**src/rtl/multicycle_ctrl.sv**
```systemverilog
// Multi-cycle MIPS control FSM: sequences fetch/decode/execute/memory/writeback
// for each instruction and drives the datapath strobes decoded from the current
// state.
//
// Ports:
//   clk, rst             rising-edge clock, asynchronous active-high reset
//   op                   opcode from the instruction register (inst[31:26])
//   mem_ready            memory completes the current access this cycle
//   mem_req, mem_we      memory request / write qualifier
//   i_or_d               memory address source (0 PC, 1 ALUOut)
//   ir_wrt               instruction register load
//   pc_wrt, pc_wrt_cond  unconditional / zero-conditional PC write
//   pc_src               PC source (00 ALU, 01 ALUOut, 10 jump target)
//   reg_wrt, reg_dst     register-file write enable / destination (1 rd, 0 rt)
//   mem_reg              write-back source (1 MDR, 0 ALUOut)
//   alu_src_a, alu_src_b ALU operand selects
//   alu_op               ALU decoder control (00 add, 01 sub, 10 funct, 11 or)
//   instr_done           pulse in the final state of every instruction
//   illegal_op           pulse on an unknown opcode in DECODE
//   bus_err              pulse on a memory handshake timeout
//   halted               high while in HALT
//   state                current state encoding (debug)
module multicycle_ctrl #(
    parameter int unsigned MEM_TIMEOUT = 15
) (
    input  logic       clk,
    input  logic       rst,
    input  logic [5:0] op,
    input  logic       mem_ready,
    output logic       mem_req,
    output logic       mem_we,
    output logic       i_or_d,
    output logic       ir_wrt,
    output logic       pc_wrt,
    output logic       pc_wrt_cond,
    output logic [1:0] pc_src,
    output logic       reg_wrt,
    output logic       reg_dst,
    output logic       mem_reg,
    output logic       alu_src_a,
    output logic [1:0] alu_src_b,
    output logic [1:0] alu_op,
    output logic       instr_done,
    output logic       illegal_op,
    output logic       bus_err,
    output logic       halted,
    output logic [3:0] state
);

    localparam int unsigned CNT_W = 8;

    localparam logic [5:0] OP_LW  = 6'b100011;
    localparam logic [5:0] OP_SW  = 6'b101011;
    localparam logic [5:0] OP_R   = 6'b000000;
    localparam logic [5:0] OP_BEQ = 6'b000100;
    localparam logic [5:0] OP_ORI = 6'b001101;
    localparam logic [5:0] OP_J   = 6'b000010;

    typedef enum logic [3:0] {
        S_IDLE   = 4'd0,
        S_FETCH  = 4'd1,
        S_DECODE = 4'd2,
        S_MEMADR = 4'd3,
        S_MEMRD  = 4'd4,
        S_MEMWB  = 4'd5,
        S_MEMWR  = 4'd6,
        S_EXEC   = 4'd7,
        S_RWB    = 4'd8,
        S_BRANCH = 4'd9,
        S_ORIEX  = 4'd10,
        S_ORIWB  = 4'd11,
        S_JUMP   = 4'd12,
        S_HALT   = 4'd13
    } state_t;

    state_t           state_q;
    state_t           state_d;
    logic [CNT_W-1:0] cnt_q;
    logic [CNT_W-1:0] cnt_d;
    logic             mem_wait;
    logic             timeout_hit;

    assign state = state_q;

    // States that hold a memory handshake open
    assign mem_wait    = (state_q == S_FETCH) || (state_q == S_MEMRD) || (state_q == S_MEMWR);
    // Ready in the same cycle as the limit takes priority over the error
    assign timeout_hit = mem_wait && !mem_ready && (cnt_q == CNT_W'(MEM_TIMEOUT));

    // State and timeout-counter registers
    always_ff @(posedge clk or posedge rst) begin
        if (rst) begin
            state_q <= S_IDLE;
            cnt_q   <= '0;
        end else begin
            state_q <= state_d;
            cnt_q   <= cnt_d;
        end
    end

    // Next-state logic
    always_comb begin
        state_d = state_q;
        cnt_d   = '0;
        case (state_q)
            S_IDLE:   state_d = S_FETCH;
            S_FETCH: begin
                if (mem_ready)        state_d = S_DECODE;
                else if (timeout_hit) state_d = S_HALT;
            end
            S_DECODE: begin
                case (op)
                    OP_LW, OP_SW: state_d = S_MEMADR;
                    OP_R:         state_d = S_EXEC;
                    OP_BEQ:       state_d = S_BRANCH;
                    OP_ORI:       state_d = S_ORIEX;
                    OP_J:         state_d = S_JUMP;
                    default:      state_d = S_FETCH;
                endcase
            end
            S_MEMADR: state_d = (op == OP_LW) ? S_MEMRD : S_MEMWR;
            S_MEMRD: begin
                if (mem_ready)        state_d = S_MEMWB;
                else if (timeout_hit) state_d = S_HALT;
            end
            S_MEMWR: begin
                if (mem_ready)        state_d = S_FETCH;
                else if (timeout_hit) state_d = S_HALT;
            end
            S_MEMWB:  state_d = S_FETCH;
            S_EXEC:   state_d = S_RWB;
            S_RWB:    state_d = S_FETCH;
            S_BRANCH: state_d = S_FETCH;
            S_ORIEX:  state_d = S_ORIWB;
            S_ORIWB:  state_d = S_FETCH;
            S_JUMP:   state_d = S_FETCH;
            S_HALT:   state_d = S_HALT;
            default:  state_d = S_IDLE;
        endcase
        // Count only while staying in a wait state; any entry, ready or exit clears it
        if (mem_wait && !mem_ready && (state_d == state_q))
            cnt_d = cnt_q + CNT_W'(1);
    end

    // Output decode from the current state
    always_comb begin
        mem_req     = 1'b0;
        mem_we      = 1'b0;
        i_or_d      = 1'b0;
        ir_wrt      = 1'b0;
        pc_wrt      = 1'b0;
        pc_wrt_cond = 1'b0;
        pc_src      = 2'b00;
        reg_wrt     = 1'b0;
        reg_dst     = 1'b0;
        mem_reg     = 1'b0;
        alu_src_a   = 1'b0;
        alu_src_b   = 2'b00;
        alu_op      = 2'b00;
        instr_done  = 1'b0;
        illegal_op  = 1'b0;
        bus_err     = timeout_hit;
        halted      = 1'b0;
        case (state_q)
            S_FETCH: begin
                mem_req   = 1'b1;
                alu_src_b = 2'b01;
                ir_wrt    = mem_ready;
                pc_wrt    = mem_ready;
            end
            S_DECODE: begin
                alu_src_b = 2'b11;
                case (op)
                    OP_LW, OP_SW, OP_R, OP_BEQ, OP_ORI, OP_J: ;
                    default: begin
                        illegal_op = 1'b1;
                        instr_done = 1'b1;
                    end
                endcase
            end
            S_MEMADR: begin
                alu_src_a = 1'b1;
                alu_src_b = 2'b10;
            end
            S_MEMRD: begin
                mem_req = 1'b1;
                i_or_d  = 1'b1;
            end
            S_MEMWB: begin
                reg_wrt    = 1'b1;
                mem_reg    = 1'b1;
                instr_done = 1'b1;
            end
            S_MEMWR: begin
                mem_req    = 1'b1;
                mem_we     = 1'b1;
                i_or_d     = 1'b1;
                instr_done = mem_ready;
            end
            S_EXEC: begin
                alu_src_a = 1'b1;
                alu_op    = 2'b10;
            end
            S_RWB: begin
                reg_wrt    = 1'b1;
                reg_dst    = 1'b1;
                instr_done = 1'b1;
            end
            S_BRANCH: begin
                alu_src_a   = 1'b1;
                alu_op      = 2'b01;
                pc_wrt_cond = 1'b1;
                pc_src      = 2'b01;
                instr_done  = 1'b1;
            end
            S_ORIEX: begin
                alu_src_a = 1'b1;
                alu_src_b = 2'b10;
                alu_op    = 2'b11;
            end
            S_ORIWB: begin
                reg_wrt    = 1'b1;
                instr_done = 1'b1;
            end
            S_JUMP: begin
                pc_wrt     = 1'b1;
                pc_src     = 2'b10;
                instr_done = 1'b1;
            end
            S_HALT:  halted = 1'b1;
            default: ;
        endcase
    end

endmodule

```
**config.mk**
```make
export PLATFORM = sky130hd
export DESIGN_NAME = multicycle_ctrl
export DESIGN_NICKNAME = d
export VERILOG_FILES = /design/src/rtl/multicycle_ctrl.sv
export SDC_FILE = /design/constraint.sdc
export NUM_CORES = 1
export LEC_CHECK = 0
export ABC_AREA = 1
export BUFFER_PORTS_ARGS = -buffer_cell sky130_fd_sc_hd__buf_2
export CORE_MARGIN = 5
export CORE_UTILIZATION = 53
export DETAILED_ROUTE_END_ITERATION = 12
export GPL_TIMING_DRIVEN = 0
export PLACE_DENSITY = 0.83
export SYNTH_ARGS = -nofsm -noshare
export SYNTH_HDL_FRONTEND = slang
export SYNTH_SLANG_ARGS = --single-unit
```
**constraint.sdc**
```tcl
create_clock -name clk -period 3.1 [get_ports clk]
set_input_delay 0.465 -clock clk [delete_from_list [all_inputs] [get_ports clk]]
set_output_delay 0.465 -clock clk [all_outputs]
set_load 0.01 [all_outputs]
```
==> impl_metrics.tcl <==
set metrics [dict create \
    worstSetupPathType "flip-flop to output pin" \
    synth_cell_types 31 \
    antenna_found_initial 0 \
    final_common_cell "buf_2" \
    drive_gt1_frac 0.376 \
    dp_slack_ns 1.19 \
    antenna_left 0 \
    area_delta_synth_final_pct 21.5 \
    grt_overflow 0 \
    hold_buffers 0 \
    worst_path_most_repeated_cell "nand2_1" \
    max_clock_freq_mhz 447 \
    gp_congestion 0.854 \
    pwr-share-comb 0.621 \
    critical_path.top_delay_family "simple AND/OR/NAND/NOR gates" \
    syn-instance-count 146 \
    clock_power_share 0.110 \
    cp_data_arrival_time_ns 1.77 \
    clkLatencyLatePin_ns 0.27 \
    cts_htree_levels 1 \
    grt_usage 0.194 \
    worstMarginPinSlew_ns 0.441 \
    clockBufferDepth 2 \
    antenna_cells 0 \
    p_seq_frac 0.269 \
    die_y_um 53.4 \
    first_iter_violations 19 \
    yosysTopAreaCellShare 0.302 \
    ir_drop_mv 0.364 \
    intPower_uw 410 \
    post-route-util 0.686 \
    drt_wl_total_um 2410 \
    tns_ns 0 \
    min_period_over_period 0.722 \
    n_fill_cell 183 \
    critPathLaunchType "flip-flop" \
    power.leakage_nw 0.668 \
    r2r_setup_slack_ns 1.59 \
    vias 1055 \
    grt_pass1_wl_um 4040 \
    rsz0062_at_grt "false" \
    dp.cells 203 \
    cts_tree "yes" \
    post_cts_resized 0 \
    die_w_um 53.4 \
    yosysSeqAreaShare 0.302 \
    clockRootBuffer "clkbuf_4" \
    crit_fanout 5 \
    worstHoldPathType "input port to asynchronous set/reset pin" \
    rows 15 \
    finClkSkew_ns 0.00522 \
    post_drt_wl_per_cell_um 11.7 \
    yosys-top-cells-area "dfrtp_1, nor2_1, nand2_1" \
    synth_warnings 0 \
    firstDrtPassIters 4 \
    whs_ns 0.183 \
    final_cells 206 \
    relSlewSlack 0.705 \
    synth_top_area_cell "dfrtp_1" \
    cap_violations 0 \
    cp.buffers_inverters 1 \
    power.density_nw_per_um2 684 \
    die_area_um2 2850 \
    period_needed_ns 2.24 \
    switching_power_uw 417 \
    cp_data_required_time_ns 2.63 \
    cts_setup_buffers 0 \
    place.port_buffers 32 \
    avgSynthCellArea_um2 6.82 \
    core_region_area_um2 1760 \
    p_sw_frac 0.504 \
    numCtsBuffers 3 \
    report.final.hold_viol_count 0 \
    grt_max_degree 13 \
    setup_viol_count_final 0 \
    end_kind "output pin" \
    final.setup.worst_slack_ns 0.860 \
    drc 0 \
    start_util 0.565 \
    nets 193 \
    io_pins 33 \
    hpwl_um 1990 \
    final_cell_mix "buf_2, nor2_1, nand2_1, inv_1" \
    max_stage_delay_ns 0.44 \
    status "finished clean" \
    synth_fp_nets 156 \
    slowest_stage "dfrtp_1" \
    worstPathCellList "nand2_1 -> nand2_1 -> nand2_1 -> o21ai_1 -> nor2_1 -> nand2_1 -> a21oi_1 -> o21ai_1 -> buf_2" \
    synth_seq_cells 12 \
    slew_viol_final 0 \
    cts_num_sinks 12 \
    syn_area_um2 996 \
    grt_pass1_vias 941 \
    vias_per_cell 5.12 \
    clkSlewWorstSetupHoldPaths_ns 0.07 \
]
## worst register-to-register path: cells and delay by family (launching register included)
kind,cells,cell delay [ns]
flops,1,0.44
buf+inv,2,0.21
simple gates,8,0.76
## registers in the layout, summed over array words and instances, names as in the netlist
name / count
state: 4
cnt_q: 8
## Yosys cell counts, drive strengths merged
library cell  number
ha                 1
o22ai              3
xor2               2
nor3b              1
a21boi             1
nor3               4
nor2              39
nand3             13
or2                2
xnor2              2
inv               24
a31o               1
buf                1
nand4              3
and3               1
nand2             26
o21bai             1
a21oi              2
o21ai              5
dfrtp             12
nand3b             2
## final cells by class
class	count	area, um2	area share
well taps	25	31.3	0.0259
repair buffers	32	160	0.132
multi-input cells	109	598	0.494
plain buffers	1	7.51	0.00620
clock buffers	3	22.5	0.0186
inverters	24	90.1	0.0745
flip-flops and latches	12	300	0.248
## power groups by stage
stage | logic (mW) | clock network (mW) | registers [mW]
floorplan | 0.344 | 0 | 0.230
global placement | 0.501 | 0 | 0.223
detailed placement | 0.515 | 0 | 0.227
CTS | 0.516 | 0.0982 | 0.223
global route | 0.565 | 0.110 | 0.230
finish | 0.514 | 0.0910 | 0.223
## path summary, 6_finish.rpt
check,end,cells past startpoint,startpoint
max,instr_done,9,state[1]$_DFF_PP0_
min,cnt_q[5]$_DFF_PP0_,2,rst
max reg2reg,cnt_q[3]$_DFF_PP0_,10,state[3]$_DFF_PP0_
min reg2reg,cnt_q[0]$_DFF_PP0_,1,cnt_q[0]$_DFF_PP0_
max in group asynchronous,cnt_q[3]$_DFF_PP0_,2,rst
min in group clk,cnt_q[0]$_DFF_PP0_,1,cnt_q[0]$_DFF_PP0_
## logic make-up (layout without fill, tap and decap cells)
kind of cell / count (synthesis) / after routing / synth area share
AOI/OAI and AO/OA: 13 / 13 / 0.0817
xor gates and xnor gates: 4 / 4 / 0.0352
adders and majority gates: 1 / 1 / 0.0126
buffers and inverters: 25 / 60 / 0.0980
DFF: 12 / 12 / 0.302
and+or+nand+nor: 91 / 91 / 0.471
## through the flow
step / power, mW / area (um2)
floorplan: 0.574 / 996
global placement: 0.724 / 1190
detailed placement: 0.741 / 1190
CTS: 0.837 / 1210
global route: 0.904 / 1210
finish: 0.828 / 1210
## layer usage
| layer | wire length (um) | part of all wire | track usage |
|---|---|---|---|
| met2 | 1170 | 0.49 | 0.335 |
| met1 | 1050 | 0.44 | 0.238 |
| met5 | 0 | 0 | 0 |
| met4 | 6 | 0.0025 | 0.0255 |
| met3 | 178 | 0.074 | 0.0620 |
(Power assumes the default switching activity.)
